<file path="src/rtl/load_queue.sv">
// ----------------------------------------------------------------------------
// load_queue
//
// Load queue and data-memory sequencer. Buffers computed load addresses in
// program order, issues them one at a time to a fixed-latency data BRAM,
// extracts and sign/zero-extends the addressed byte, halfword or word, and
// holds the result on the CDB until the arbiter grants it.
//
// Parameters:
//   DEPTH        queue entries (power of two, >= 2)
//   TAG_W        ROB tag width
//   MEM_LATENCY  BRAM read latency in cycles (>= 1)
//
// Ports:
//   clk_in          core clock
//   rst_n_in        asynchronous active-low reset
//   flush_in        mispredict flush, drops queued and in-flight loads
//   req_valid_in    load request valid
//   req_ready_out   queue can accept a request (decoded from the pointers)
//   req_addr_in     effective byte address
//   req_funct3_in   RV32I load funct3
//   req_tag_in      destination ROB tag
//   mem_en_out      BRAM read enable, one-cycle pulse per issued load
//   mem_addr_out    BRAM word address (addr[31:2]), held after the pulse
//   mem_rdata_in    BRAM read data
//   cdb_valid_out   result valid
//   cdb_ready_in    CDB grant
//   cdb_tag_out     result ROB tag
//   cdb_data_out    extended load data
//   cdb_exc_out     misaligned-load flag
//
// Build option:
//   LOAD_MISALIGN_CHECK_EN  when defined, misaligned halfword/word loads and
//                           the reserved funct3 codes 011/110/111 bypass the
//                           BRAM and complete with cdb_exc_out=1 and zero
//                           data. When undefined, cdb_exc_out is tied to 0
//                           and misaligned loads read the containing word.
// ----------------------------------------------------------------------------
module load_queue #(
    parameter int unsigned DEPTH       = 4,
    parameter int unsigned TAG_W       = 4,
    parameter int unsigned MEM_LATENCY = 2
) (
    input  logic             clk_in,
    input  logic             rst_n_in,
    input  logic             flush_in,
    input  logic             req_valid_in,
    output logic             req_ready_out,
    input  logic [31:0]      req_addr_in,
    input  logic [2:0]       req_funct3_in,
    input  logic [TAG_W-1:0] req_tag_in,
    output logic             mem_en_out,
    output logic [29:0]      mem_addr_out,
    input  logic [31:0]      mem_rdata_in,
    output logic             cdb_valid_out,
    input  logic             cdb_ready_in,
    output logic [TAG_W-1:0] cdb_tag_out,
    output logic [31:0]      cdb_data_out,
    output logic             cdb_exc_out
);

    localparam int unsigned AW    = $clog2(DEPTH);
    localparam int unsigned PTR_W = AW + 1;
    localparam int unsigned CNT_W = $clog2(MEM_LATENCY + 1);
    localparam logic [CNT_W-1:0] CNT_MAX = CNT_W'(MEM_LATENCY);

    typedef enum logic [1:0] {
        ST_IDLE,
        ST_WAIT,
        ST_HOLD
    } state_t;

    // Byte/halfword/word extraction with RV32I sign/zero extension.
    // Reserved funct3 codes fall through to a full-word load.
    function automatic logic [31:0] extract_load(input logic [31:0] word,
                                                 input logic [1:0]  off,
                                                 input logic [2:0]  f3);
        logic [7:0]  b;
        logic [15:0] h;
        logic [31:0] r;
        case (off)
            2'd0:    b = word[7:0];
            2'd1:    b = word[15:8];
            2'd2:    b = word[23:16];
            default: b = word[31:24];
        endcase
        h = off[1] ? word[31:16] : word[15:0];
        case (f3)
            3'b000:  r = {{24{b[7]}}, b};
            3'b100:  r = {24'd0, b};
            3'b001:  r = {{16{h[15]}}, h};
            3'b101:  r = {16'd0, h};
            default: r = word;
        endcase
        return r;
    endfunction

`ifdef LOAD_MISALIGN_CHECK_EN
    function automatic logic is_misaligned(input logic [1:0] off,
                                           input logic [2:0] f3);
        logic m;
        case (f3)
            3'b000, 3'b100: m = 1'b0;
            3'b001, 3'b101: m = off[0];
            3'b010:         m = (off != 2'd0);
            default:        m = 1'b1;
        endcase
        return m;
    endfunction
`endif

    // Queue storage (data only, no reset needed)
    logic [31:0]      fifo_addr_q [DEPTH];
    logic [2:0]       fifo_f3_q   [DEPTH];
    logic [TAG_W-1:0] fifo_tag_q  [DEPTH];

    state_t           state_q, state_d;
    logic [PTR_W-1:0] wr_ptr_q, wr_ptr_d;
    logic [PTR_W-1:0] rd_ptr_q, rd_ptr_d;
    logic [CNT_W-1:0] cnt_q, cnt_d;
    logic [1:0]       act_off_q, act_off_d;
    logic [2:0]       act_f3_q, act_f3_d;
    logic [TAG_W-1:0] act_tag_q, act_tag_d;
    logic             mem_en_q, mem_en_d;
    logic [29:0]      mem_addr_q, mem_addr_d;
    logic             cdb_valid_q, cdb_valid_d;
    logic [TAG_W-1:0] cdb_tag_q, cdb_tag_d;
    logic [31:0]      cdb_data_q, cdb_data_d;
`ifdef LOAD_MISALIGN_CHECK_EN
    logic             cdb_exc_q, cdb_exc_d;
`endif

    logic             full;
    logic             empty;
    logic             enq;
    logic             issue;
    logic [31:0]      head_addr;
    logic [2:0]       head_f3;
    logic [TAG_W-1:0] head_tag;

    // The extra pointer bit distinguishes full (wrap bits differ) from empty.
    assign full  = (wr_ptr_q[AW] != rd_ptr_q[AW]) &&
                   (wr_ptr_q[AW-1:0] == rd_ptr_q[AW-1:0]);
    assign empty = (wr_ptr_q == rd_ptr_q);
    assign enq   = req_valid_in && !full && !flush_in;

    assign head_addr = fifo_addr_q[rd_ptr_q[AW-1:0]];
    assign head_f3   = fifo_f3_q[rd_ptr_q[AW-1:0]];
    assign head_tag  = fifo_tag_q[rd_ptr_q[AW-1:0]];

    always_ff @(posedge clk_in) begin
        if (enq) begin
            fifo_addr_q[wr_ptr_q[AW-1:0]] <= req_addr_in;
            fifo_f3_q[wr_ptr_q[AW-1:0]]   <= req_funct3_in;
            fifo_tag_q[wr_ptr_q[AW-1:0]]  <= req_tag_in;
        end
    end

    always_comb begin
        state_d     = state_q;
        wr_ptr_d    = wr_ptr_q;
        rd_ptr_d    = rd_ptr_q;
        cnt_d       = cnt_q;
        act_off_d   = act_off_q;
        act_f3_d    = act_f3_q;
        act_tag_d   = act_tag_q;
        mem_en_d    = 1'b0;
        mem_addr_d  = mem_addr_q;
        cdb_valid_d = cdb_valid_q;
        cdb_tag_d   = cdb_tag_q;
        cdb_data_d  = cdb_data_q;
`ifdef LOAD_MISALIGN_CHECK_EN
        cdb_exc_d   = cdb_exc_q;
`endif
        issue       = 1'b0;

        if (enq) begin
            wr_ptr_d = wr_ptr_q + PTR_W'(1);
        end

        case (state_q)
            ST_IDLE: begin
                issue = !empty;
            end
            // cnt is 0 in the enable cycle, so reaching MEM_LATENCY lines up
            // with the cycle the BRAM presents the data.
            ST_WAIT: begin
                if (cnt_q == CNT_MAX) begin
                    state_d     = ST_HOLD;
                    cdb_valid_d = 1'b1;
                    cdb_tag_d   = act_tag_q;
                    cdb_data_d  = extract_load(mem_rdata_in, act_off_q, act_f3_q);
`ifdef LOAD_MISALIGN_CHECK_EN
                    cdb_exc_d   = 1'b0;
`endif
                end else begin
                    cnt_d = cnt_q + CNT_W'(1);
                end
            end
            ST_HOLD: begin
                if (cdb_ready_in) begin
                    cdb_valid_d = 1'b0;
                    state_d     = ST_IDLE;
                    issue       = !empty;
                end
            end
            default: begin
                state_d = ST_IDLE;
            end
        endcase

        // Pop the head; the pop does not free a slot for this cycle's request
        // because req_ready_out is decoded from the current pointers.
        if (issue) begin
            rd_ptr_d = rd_ptr_q + PTR_W'(1);
`ifdef LOAD_MISALIGN_CHECK_EN
            if (is_misaligned(head_addr[1:0], head_f3)) begin
                state_d     = ST_HOLD;
                cdb_valid_d = 1'b1;
                cdb_tag_d   = head_tag;
                cdb_data_d  = 32'd0;
                cdb_exc_d   = 1'b1;
            end else
`endif
            begin
                state_d    = ST_WAIT;
                mem_en_d   = 1'b1;
                mem_addr_d = head_addr[31:2];
                cnt_d      = '0;
                act_off_d  = head_addr[1:0];
                act_f3_d   = head_f3;
                act_tag_d  = head_tag;
            end
        end

        // Flush overrides everything; leaving WAIT discards in-flight data.
        if (flush_in) begin
            state_d     = ST_IDLE;
            wr_ptr_d    = '0;
            rd_ptr_d    = '0;
            mem_en_d    = 1'b0;
            cdb_valid_d = 1'b0;
        end
    end

    always_ff @(posedge clk_in or negedge rst_n_in) begin
        if (!rst_n_in) begin
            state_q     <= ST_IDLE;
            wr_ptr_q    <= '0;
            rd_ptr_q    <= '0;
            cnt_q       <= '0;
            act_off_q   <= '0;
            act_f3_q    <= '0;
            act_tag_q   <= '0;
            mem_en_q    <= 1'b0;
            mem_addr_q  <= '0;
            cdb_valid_q <= 1'b0;
            cdb_tag_q   <= '0;
            cdb_data_q  <= '0;
`ifdef LOAD_MISALIGN_CHECK_EN
            cdb_exc_q   <= 1'b0;
`endif
        end else begin
            state_q     <= state_d;
            wr_ptr_q    <= wr_ptr_d;
            rd_ptr_q    <= rd_ptr_d;
            cnt_q       <= cnt_d;
            act_off_q   <= act_off_d;
            act_f3_q    <= act_f3_d;
            act_tag_q   <= act_tag_d;
            mem_en_q    <= mem_en_d;
            mem_addr_q  <= mem_addr_d;
            cdb_valid_q <= cdb_valid_d;
            cdb_tag_q   <= cdb_tag_d;
            cdb_data_q  <= cdb_data_d;
`ifdef LOAD_MISALIGN_CHECK_EN
            cdb_exc_q   <= cdb_exc_d;
`endif
        end
    end

    assign req_ready_out = !full;
    assign mem_en_out    = mem_en_q;
    assign mem_addr_out  = mem_addr_q;
    assign cdb_valid_out = cdb_valid_q;
    assign cdb_tag_out   = cdb_tag_q;
    assign cdb_data_out  = cdb_data_q;
`ifdef LOAD_MISALIGN_CHECK_EN
    assign cdb_exc_out   = cdb_exc_q;
`else
    assign cdb_exc_out   = 1'b0;
`endif

endmodule

</file>
<file path="config.mk">
export PLATFORM = sky130hd
export DESIGN_NAME = load_queue
export DESIGN_NICKNAME = d
export VERILOG_FILES = /design/src/rtl/load_queue.sv
export SDC_FILE = /design/constraint.sdc
export NUM_CORES = 1
export LEC_CHECK = 0
export BUFFER_PORTS_ARGS = -buffer_cell sky130_fd_sc_hd__buf_2
export CORE_AREA = 2 2 169 171
export DETAILED_ROUTE_END_ITERATION = 16
export DIE_AREA = 0 0 171 173
export GPL_ROUTABILITY_DRIVEN = 0
export MAX_ROUTING_LAYER = met4
export PLACE_DENSITY = 0.56
export SLEW_MARGIN = 10
export SYNTH_ARGS = -nofsm -noshare
export SYNTH_HDL_FRONTEND = slang
export SYNTH_SLANG_ARGS = --single-unit
</file>
<file path="constraint.sdc">
create_clock -name clk_in -period 6.3 [get_ports clk_in]
set_input_delay 0 -clock clk_in [delete_from_list [all_inputs] [get_ports clk_in]]
set_output_delay 0 -clock clk_in [all_outputs]
set_load 0.02 [all_outputs]
</file>
======== Yosys cells after proc, flatten, opt, wreduce, memory -nomap -nowiden ========
Memories as Yosys holds them, arrays and structs flattened. A register that Yosys moved wholly into a read port is not among the register bits.
Index checks and enable logic that the tools add are counted.
storage, ports and cells
  flip-flop bits (word level) ............. 48
  bits in writable memories ............... 156
  bits of input ports ..................... 76
  output and inout port bits .............. 70
  word-level logic and storage cells ...... 76
  memories kept ........................... 3
cells by class
  $add $sub $neg .......................... 3
  eq/ne operators ......................... 17
  mux-type cells .......................... 25
  reduce and logical (&&, ||, !) cells .... 20
memory list
  name         words  bits a word  rd ports  clocked after memory_dff  wr ports  line  text
  fifo_addr_q  4      32           1         1                         1         113   logic [31:0] fifo_addr_q [DEPTH];
  fifo_tag_q   4      4            1         1                         1         115   logic [TAG_W-1:0] fifo_tag_q [DEPTH];
  fifo_f3_q    4      3            1         1                         1         114   logic [2:0] fifo_f3_q [DEPTH];
operators by type and width
  cell                                                  number
  one-hot mux 32 bit (4 select lines)                   1
  one-hot mux 8 bit (3 select lines)                    1
  2-to-1 mux 16 bit                                     1
  2-to-1 mux 2 bit                                      7
  2-to-1 mux 3 bit                                      4
  != test 3 bit (second input constant)                 3
  2-to-1 mux 1 bit                                      8
  != test 4 bit (second input constant)                 2
  adder 3 x 1 -> 3 bit (second input constant)          2
  equality test 2 bit (second input constant)           3
  equality test 3 bit (second input constant)           2
  zero test 1 bit                                       6
  one-hot mux 2 bit (3 select lines)                    1
  AND reduction 3 bit                                   2
  nonzero test 2 bit                                    3
  equality test 2 x 1 -> 1 bit (second input constant)  2
  zero test 2 bit                                       2
  one-hot mux 1 bit (2 select lines)                    2
  AND reduction 2 bit                                   2
  equality test 3 x 1 -> 1 bit (second input constant)  1
  equality test 3 bit                                   1
  logical AND 1 bit                                     3
  zero test 3 bit                                       1
  nonzero test 3 bit                                    1
  other kinds (4)                                       4

======== Longest topological paths before layout ========
Gate-level depths: netlist of the first run.
  depth in word-level cells ............... 7
  depth in mapped cells ................... 9
  mapped depth without buffers ............ 6

======== Least setup slack after synthesis of the first run ========
OpenSTA, ideal clock, no wires.
  path type ............................... register to register
  from .................................... register rd_ptr_q[1]
  to ...................................... memory fifo_addr_q[0][0] (enable)
  setup time .............................. 0.492 ns
  arrival time ............................ 3.887 ns
  required time ........................... 5.808 ns
  setup slack ............................. 1.921 ns
  cell stages (with the launch flop) ...... 5
  path buffers ............................ 1
  clock period less this slack ............ 4.379 ns
  path through ............................ dfrtp_1 clkbuf_1 xor2_1 o31ai_2 nor3b_1
between the ends
  cells in the longest elaborated chain, start to end .. 7
RTL lines
  element                                 line  text
  start: declaration                      119   logic [PTR_W-1:0] rd_ptr_q, rd_ptr_d;
  start signal: assignment                266   rd_ptr_q <= rd_ptr_d;
  equality test 2 bit                     143   (wr_ptr_q[AW-1:0] == rd_ptr_q[AW-1:0]);
  logical AND 1 bit                       142   assign full = (wr_ptr_q[AW] != rd_ptr_q[AW]) &&
  zero test 1 bit                         145   assign enq = req_valid_in && !full && !flush_in;
  logical AND 1 bit (2 in a row)          145
  2-to-1 mux 1 bit                        152   if (enq) begin
  2-to-1 mux 1 bit (implied by the code)  153   fifo_addr_q[wr_ptr_q[AW-1:0]] <= req_addr_in;
  end: declaration                        113
Every way passes these cells.

======== Final worst setup path of the first run ========
  from .................................... register rd_ptr_q[1]
  to ...................................... memory fifo_addr_q[0][11] (enable)
The elaborated chain is that of the path after synthesis.

==> qor.txt, run 1 <==
outcome = complete, but fails checks
failing checks = negative hold slack
FF-to-FF Start = rd_ptr_q[1]
r2r endpoint = fifo_addr_q[0][11]
via count = 6009
I/O Buffers = 144
Multi-input gate area = 2570 sq um
number of flops mapped to enable cells by yosys = 156
synthesized area = 9620 sq um
minimum clock period = 3290 ps
Peak Freq = 304 MHz
Post-Synth XOR/XNOR Area = 0.638%
post-DP HPWL = 13500 um
CTS tree = done
initial antenna violation count = 1
slack of the critical path = 3010 ps
Top Layer Used = met4
Worst Path Required = 6480 ps
met2 routed WL = 10400 um
core area = 27600 sq um
crit path kind = reg -> reg
Synth Register Bits = 243
synth top area cells = edfxtp_1, dfrtp_1, mux4_2
Slew Viols, Final = 0
nets@finish = 955
first-pass GRT wire length = 34300 um
WHS = -34.5 ps
Pre-antenna DRT Iters = 5
period utilisation layout = 52.2%
largest net degree at the start of global routing = 58
Layout Skew = 9.66 ps
starting DRC count in detailed routing = 373
Max-Cap Viols = 0
Die Ht = 173 um
Max-slew headroom = 26.9%
VDD IR max = 0.000242 V
Synth Area in Adders = 0.781%
Compound-Gate Fraction of Synth Area = 3.47%
Synth Area in Simple Gates = 11.0%
final setup TNS = 0 ps
share of layout cells above drive strength 1 = 27.6%
crit path launch = rd_ptr_q[1]
later-pin clock latency in the skew report = 550 ps
Rows = 61
Leakage = 4.99 nW
post-synthesis mux area share = 10.6%
post-route ant nets = 0
Via density = 4.72
r2r worst-path depth = 4
Post-CTS Setup Bufs = 0
final hold vios = 30
non-filler cells, final = 1273
Hold Buf Count CTS = 83
Total Routed Length = 22000 um
post_cts resized = 0
WL met1 = 9650 um
Inst Count DP = 1139
RSZ-0062 raised after global routing = no
worst slack at placement = 2960 ps
Total GRT Usage = 15.3%
Worst Hold Class = in -> async
Async S/R FF share, synth = 35.8%
flop2flop setup slack = 3010 ps
vias in the first global route = 6205
Syn Nets = 729
Worst-Margin Slew = 1100 ps
TritonCTS Buffers = 27
Die X = 171 um
largest family of logic cells by synthesized area = simple AND/OR/NAND/NOR gates
syn avg cell area = 14.9 sq um
Fillers = 2511
Post-route DRC = 0
CP Launch Type = flip-flop
Register Area = 6870 sq um
Synth cell types = 37
GR Overflow Total = 0
share of the synthesized area in the top cell type = 48.7%
Seq/Total Area, Yosys = 71.4%
Synth area leader = edfxtp_1
wire length on met3 = 1390 um
PD cells = 439 nW/um^2
CP Data Arrival Time = 3460 ps
gate count after technology mapping = 647
Boundary Pins = 146
most frequent cells after synthesis = edfxtp_1, nand2_1, dfrtp_1
Synthesis Warnings = 0
clock sinks = 243
Root Driver = clkbuf_16
final setup vio count = 0
CTS Buffer Depth = 3
Synth Flop Type = edfxtp_1
P&R area growth vs syn = 29.9%
Initial Utilization = 34.8%
Crit Path Max Fanout = 42
clock transition at the registers of the reported paths = 60 ps
CP Capture Point = fifo_addr_q[0][11]
Die Footprint = 29600 sq um
H-tree depth = 1
Worst setup EP type = flip-flop
final core utilization = 45.2%
routed wire length per instance = 17.3 um
[power breakdown]
group | leakage [nW] | internal [W] | switching [W]
Combinational | 2.05 | 0.000641 | 0.000935
Sequential | 2.48 | 0.00200 | 0.000262
Clock | 0.463 | 0.00100 | 0.000643
Total | 4.99 | 0.00365 | 0.00184
[cells in the final DEF, fill, tap and decap left out, types with 2 or more instances in the layout]
master	synthesis	final
clkbuf_16	0	27
clkinvlp_4	0	3
nand3_1	32	32
nor2b_1	2	2
buf_2	18	143
o21bai_1	3	3
clkbuf_8	0	4
buf_4	1	7
a2111oi_0	8	8
clkinv_2	0	7
a21oi_1	17	17
dfrtp_1	87	85
dlygate4sd3_1	0	83
inv_1	9	9
mux2i_1	12	12
and2_2	0	3
nor2_1	25	25
bufinv_16	0	4
o21ai_0	13	13
nor3b_1	10	9
and3_1	3	3
nand2b_1	3	3
xnor2_1	4	4
clkbuf_1	14	3
xor2_1	3	3
ha_1	6	6
mux4_2	40	40
nand2_1	156	156
or3_1	7	7
edfxtp_1	156	156
[state kept, by name, indices dropped and copies added, names as in the netlist, 2 cells and up]
register,count
fifo_tag_q,16
mem_addr_out,30
rd_ptr_q,3
act_f3_q,3
wr_ptr_q,3
cdb_data_out,32
act_tag_q,4
act_off_q,2
fifo_addr_q,128
cdb_tag_out,4
cnt_q,2
fifo_f3_q,12
state_q,2
[kinds of logic (layout without fill, tap and decap cells)]
family          Yosys count  count (layout)
compound gates           48              48
xor+xnor                  7               7
fa+ha+maj                 6               6
buf+inv                  45             292
flops                   243             243
mux                      52              52
other cells               1               2
simple gates            245             245
[stage by stage]
stage	area, sq um	hold slack (ps)	power [W]
2_1_floorplan	9620	-296	0.00330
3_3_place_gp	10700	-22.4	0.00381
3_5_place_dp	10700	-15.1	0.00383
4_1_cts	12500	0.549	0.00556
5_1_grt	12500	22.8	0.00580
6_report	12500	-34.5	0.00549
[metal layers]
layer,GRT usage [%],vias up
met1,20.2,2951
li1,-,2817
met5,-,-
met2,24.2,200
met4,4.63,0
met3,2.70,41
[worst max-delay path: stages, from the launching register on]
cell and delay (ps):
dfrtp_2 1080, xor2_1 440, o31ai_2 190, nor3b_2 630, buf_4 560
[worst min-delay path by stage]
stage	startpoint	endpoint	cells past startpoint
3_5_place_dp	rst_n_in	mem_addr_out[3]	1
4_1_cts	rst_n_in	mem_addr_out[7]	2
3_3_place_gp	rst_n_in	mem_addr_out[3]	1
6_report	rst_n_in	mem_addr_out[2]	2
2_1_floorplan	rst_n_in	act_f3_q[0]	0
5_1_grt	rst_n_in	mem_addr_out[8]	2
[cell type report]
cell class / instances / area share, %
multi-input cells: 359 / 20.6
inverters: 9 / 0.270
diodes: 1 / 0.0200
repair buffers: 233 / 12.8
clock buffers: 34 / 5.94
well taps: 378 / 3.79
flip-flops and latches: 243 / 55.0
clock inverters: 16 / 1.65
Power figures use the tool's default switching activity.
==> run 2: changes to the inputs <==
- PLACE_DENSITY: 0.56 -> 0.58
- clock period: 6.3 -> 2.8 ns (I/O delays scaled with it)
==> run 2 against run 1 <==
The run now ends clean. Global-route usage is 0.22 points lower. Highest routed layer unchanged. Sequential power increased by 120%. Maximum frequency increased by 31%. Clock power increased by 110%. Sequential cell count is the same. Register-to-register slack lost 2700 ps. Combinational power is 140% higher. Utilization rose by 0.063 points. Power increased by 120%. Die area is the same. Critical path depth grew 4. Routed wire length down 1.7%.
==> qor.txt, run 2 (synthesis results as in run 1) <==
PD cells = 977 nW/um^2
commonest cells after routing, fill and taps aside = nand2_1, edfxtp_1, buf_2
TritonCTS Buffers = 27
nets@finish = 964
Root Driver = clkbuf_16
routed wire length per instance = 16.9 um
slowest cell on the critical path = and2_1
Global Route met1 Usage = 20.3%
CTS Buffer Depth = 3
RSZ-0062 raised after global routing = no
Via density = 4.70
final hold vios = 0
P&R area growth vs syn = 30.1%
Die Footprint = 29600 sq um
Worst setup EP type = flip-flop
final setup TNS = 0 ps
CP top delay family = buffers and inverters
crit path launch = cnt_q[0]
final setup vio count = 0
Slew Viols, Final = 0
Max-Cap Viols = 0
Final Cell Area = 12500 sq um
CP bufs+invs = 3
clock sinks = 243
first-pass GRT wire length = 34000 um
later-pin clock latency in the skew report = 550 ps
placed inst area = 10800 sq um
CP Data Arrival Time = 2980 ps
post-DP HPWL = 13000 um
Worst-Margin Slew = 1120 ps
Fillers = 2506
period utilisation layout = 89.6%
Die Ht = 173 um
GR Overflow Total = 0
Total Routed Length = 21700 um
Crit Path Max Fanout = 17
global routing's busiest layer = met2
Die X = 171 um
via count = 6023
Layout Skew = 20.0 ps
crit-path max cell delay = 580 ps
initial antenna violation count = 0
Worst Path Required = 3270 ps
clock transition at the registers of the reported paths = 60 ps
Leakage = 5.02 nW
Initial Utilization = 34.8%
Post-route DRC = 0
VDD IR max = 0.000476 V
max reg flops = 128
FF-to-FF Start = cnt_q[0]
share of layout cells above drive strength 1 = 27.9%
Total GRT Usage = 15.1%
Boundary Pins = 146
vias in the first global route = 6178
CTS tree = done
starting DRC count in detailed routing = 386
post-route ant nets = 0
post_cts resized = 0
crit path kind = reg -> reg
I/O Buffers = 144
CP Launch Type = flip-flop
flop2flop setup slack = 290 ps
Pre-antenna DRT Iters = 4
core area = 27600 sq um
GRT met3 Usage = 2.54%
outcome = finished, final reports clean
minimum clock period = 2510 ps
H-tree depth = 1
Peak Freq = 399 MHz
largest net degree at the start of global routing = 68
Max-slew headroom = 25.5%
Worst Hold Class = in -> async
Rows = 61
Most Frequent Cell on Critical Path = o21ai_0
GRT met2 Usage = 23.9%
diode count = 0
critical-path cell list = inv_1 > ha_1 > nor2b_1 > and2_1 > buf_4 > o21ai_0 > o21ai_0 > dlygate4sd3_1
## run 2: layout make-up
| type | instances | area, sq um | share of cell area, % |
|---|---|---|---|
| clock buffer | 41 | 778 | 6.22 |
| clock inverter | 9 | 121 | 0.970 |
| inverter | 9 | 33.8 | 0.270 |
| multi-input combinational | 359 | 2580 | 20.6 |
| sequential | 243 | 6870 | 54.9 |
| tap | 378 | 473 | 3.78 |
| timing repair buffer | 242 | 1660 | 13.3 |
## run 2: worst paths after layout
kind,end,cells after the start
min in group clk_in,fifo_addr_q[1][27],2
worst max register to register,cdb_data_out[6],8
worst min register to register,mem_addr_out[4],2
worst max-delay path,cdb_data_out[6],8
worst min-delay path,mem_addr_out[3],2
max in group asynchronous,rd_ptr_q[0],2
## run 2: timing repair
| action | 4_1_cts | 5_1_grt |
|---|---|---|
| setup endpoints to repair | 0 | 0 |
| setup buffers | 0 | 0 |
| endpoints found under the hold margin | 263 | 0 |
| hold buffers | 81 | 0 |
## run 2: routing by layer
layer / routed length [um] / part of all wire [%]
met3: 1260 / 5.8
met2: 10200 / 47
met1: 9770 / 45
met5: 0 / 0
met4: 456 / 2.1
## run 2: worst reg2reg max path: stages (launching register included)
cell and delay, ps:
dfrtp_1 380, inv_1 60, ha_1 160, nor2b_1 190, and2_1 580, buf_4 260
o21ai_0 100, o21ai_0 160, dlygate4sd3_1 570
## run 2: through the flow
step / instances / setup WS (ps) / total power [W] / utilization, % / hold slack, ps
detailed placement: 1150 / 481 / 0.00868 / 39.1 / 207
global route: 1281 / 48.7 / 0.0129 / 45.3 / 208
finish: 1281 / 291 / 0.0122 / 45.3 / 136
floorplan: 647 / 159 / 0.00743 / - / -296
global placement: 1150 / 493 / 0.00863 / 39.1 / 211
CTS: 1281 / 283 / 0.0124 / 45.3 / 180
## run 2: where the power goes
part / switching (W) / total, W / internal (W)
clock: 0.00141 / 0.00353 / 0.00211
sequential: 0.000353 / 0.00486 / 0.00451
combinational: 0.00235 / 0.00383 / 0.00148
total: 0.00412 / 0.0122 / 0.00811
==> run 3: changes to the inputs <==
- clock period: 2.8 -> 2.2 ns (I/O delays scaled with it)
==> run 3 against run 2 <==
Maximum frequency rose by 24%. Die area stayed put. Count of clock-buffer cells in the layout shrank 6. Sequential share of layout area down 0.26 points. Via count rose by 0.80%. Largest power group unchanged. Routed wire length rose by 0.79%. First-iteration DRC count is 3.4% higher.
==> qor.txt, run 3 (synthesis results as in run 1) <==
core area = 27600 sq um
later-pin clock latency in the skew report = 530 ps
Multi-input gate area = 2630 sq um
Post-route DRC = 0
starting DRC count in detailed routing = 399
Boundary Pins = 146
Total GRT Usage = 15.2%
Worst setup EP type = flip-flop
post-DP HPWL = 13800 um
first-pass GRT wire length = 34300 um
r2r worst-path depth = 5
Die X = 171 um
GR Overflow Total = 0
r2r endpoint = fifo_addr_q[2][8]
post-route ant nets = 0
CTS Buffer Depth = 3
H-tree depth = 1
Internal = 0.00992 W
Post-CTS Setup Bufs = 0
Max-slew headroom = 51.1%
slack of the critical path = 177 ps
Pre-antenna DRT Iters = 5
Flop pwr share = 41.1%
Die Footprint = 29600 sq um
RSZ-0062 raised after global routing = no
slowest cell on the critical path = dfrtp_1
Worst-Margin Slew = 734 ps
Worst Path Required = 2470 ps
Initial Utilization = 34.8%
power share of the combinational group = 33.0%
CP Launch Type = flip-flop
Worst Hold Class = in -> async
final hold vios = 0
Root Driver = clkbuf_16
Via density = 4.72
CP top delay family = simple AND/OR/NAND/NOR gates
Total Routed Length = 21800 um
max reg flops = 128
Switching Share = 34.4%
Leakage = 5.02 nW
outcome = finished, final reports clean
commonest cells after routing, fill and taps aside = nand2_1, edfxtp_1, buf_2
Layout Skew = 18.9 ps
Crit Path Max Fanout = 19
CTS tree = done
share of layout cells above drive strength 1 = 28.6%
VDD IR max = 0.000887 V
final setup vio count = 0
nets@finish = 970
Rows = 61
worst slack at placement = 56.8 ps
period utilisation layout = 91.9%
final setup TNS = 0 ps
Slew Viols, Final = 0
switching pwr = 0.00520 W
initial antenna violation count = 2
CP bufs+invs = 1
P&R area growth vs syn = 30.7%
I/O Buffers = 144
TritonCTS Buffers = 26
crit-path max cell delay = 480 ps
Register Area = 6870 sq um
routed wire length per instance = 17.0 um
Peak Freq = 494 MHz
PD cells = 1200 nW/um^2
Clock Power Share = 25.8%
vias in the first global route = 6204
largest net degree at the start of global routing = 51
critical-path cell list = xor2_4 > or3_1 > and3b_1 > and2_2 > buf_12
via count = 6071
flop2flop setup slack = 180 ps
clock transition at the registers of the reported paths = 60 ps
Fillers = 2541
FF-to-FF Start = wr_ptr_q[1]
clock sinks = 243
CP Data Arrival Time = 2290 ps
Max-Cap Viols = 0
minimum clock period = 2020 ps
crit path kind = reg -> reg
Die Ht = 173 um
run 3: what timing repair did:
item,in CTS,in global routing
hold endpoints to repair,245,0
hold buffers,79,0
gates resized for setup,0,2
endpoints found under the setup margin,0,9
run 3: per-stage QoR:
| stage | utilization (%) | area, sq um | instances | power, W | hold WS, ps |
|---|---|---|---|---|---|
| after global placement | 39.8 | 11000 | 1159 | 0.0112 | 104 |
| after global routing | 45.5 | 12600 | 1287 | 0.0161 | 163 |
| after CTS | 45.5 | 12600 | 1285 | 0.0153 | 119 |
| after detailed placement | 39.8 | 11000 | 1159 | 0.0112 | 115 |
| after floorplan | - | 9690 | 647 | 0.00951 | -296 |
| final | 45.5 | 12600 | 1287 | 0.0151 | 86.7 |
run 3: layout make-up:
| class | count | share of cell area, % |
|---|---|---|
| inverters | 9 | 0.269 |
| clock inverters | 12 | 0.577 |
| diodes | 2 | 0.0398 |
| clock buffers | 35 | 5.52 |
| multi-input cells | 359 | 20.9 |
| well taps | 378 | 3.76 |
| flip-flops and latches | 243 | 54.6 |
| repair buffers | 249 | 14.3 |
run 3: power groups by stage:
stage                     Sequential (W)  Clock [W]  Combinational, W
after CTS                        0.00622    0.00401           0.00508
after global routing             0.00632    0.00421           0.00554
after detailed placement         0.00630          0           0.00491
after global placement           0.00630          0           0.00485
after floorplan                  0.00698          0           0.00254
final                            0.00622    0.00391           0.00499
run 3: per-layer routing:
metal / global-route usage, % / vias up / part of all wire [%]
met3: 2.77 / 26 / 7.0
met4: 3.00 / 0 / 1.4
met5: - / - / 0
li1: - / 2851 / -
met1: 20.0 / 2964 / 44
met2: 24.8 / 230 / 48
run 3: how the worst max path moves through the flow:
stage / startpoint / endpoint / cells past startpoint
detailed placement: cnt_q[0] / cdb_data_out[11] / 6
global placement: cnt_q[0] / cdb_data_out[11] / 6
floorplan: rd_ptr_q[0] / fifo_addr_q[0][0] / 4
CTS: cnt_q[0] / cdb_data_out[11] / 6
global route: cnt_q[0] / cdb_data_out[13] / 7
finish: wr_ptr_q[1] / fifo_addr_q[2][8] / 5
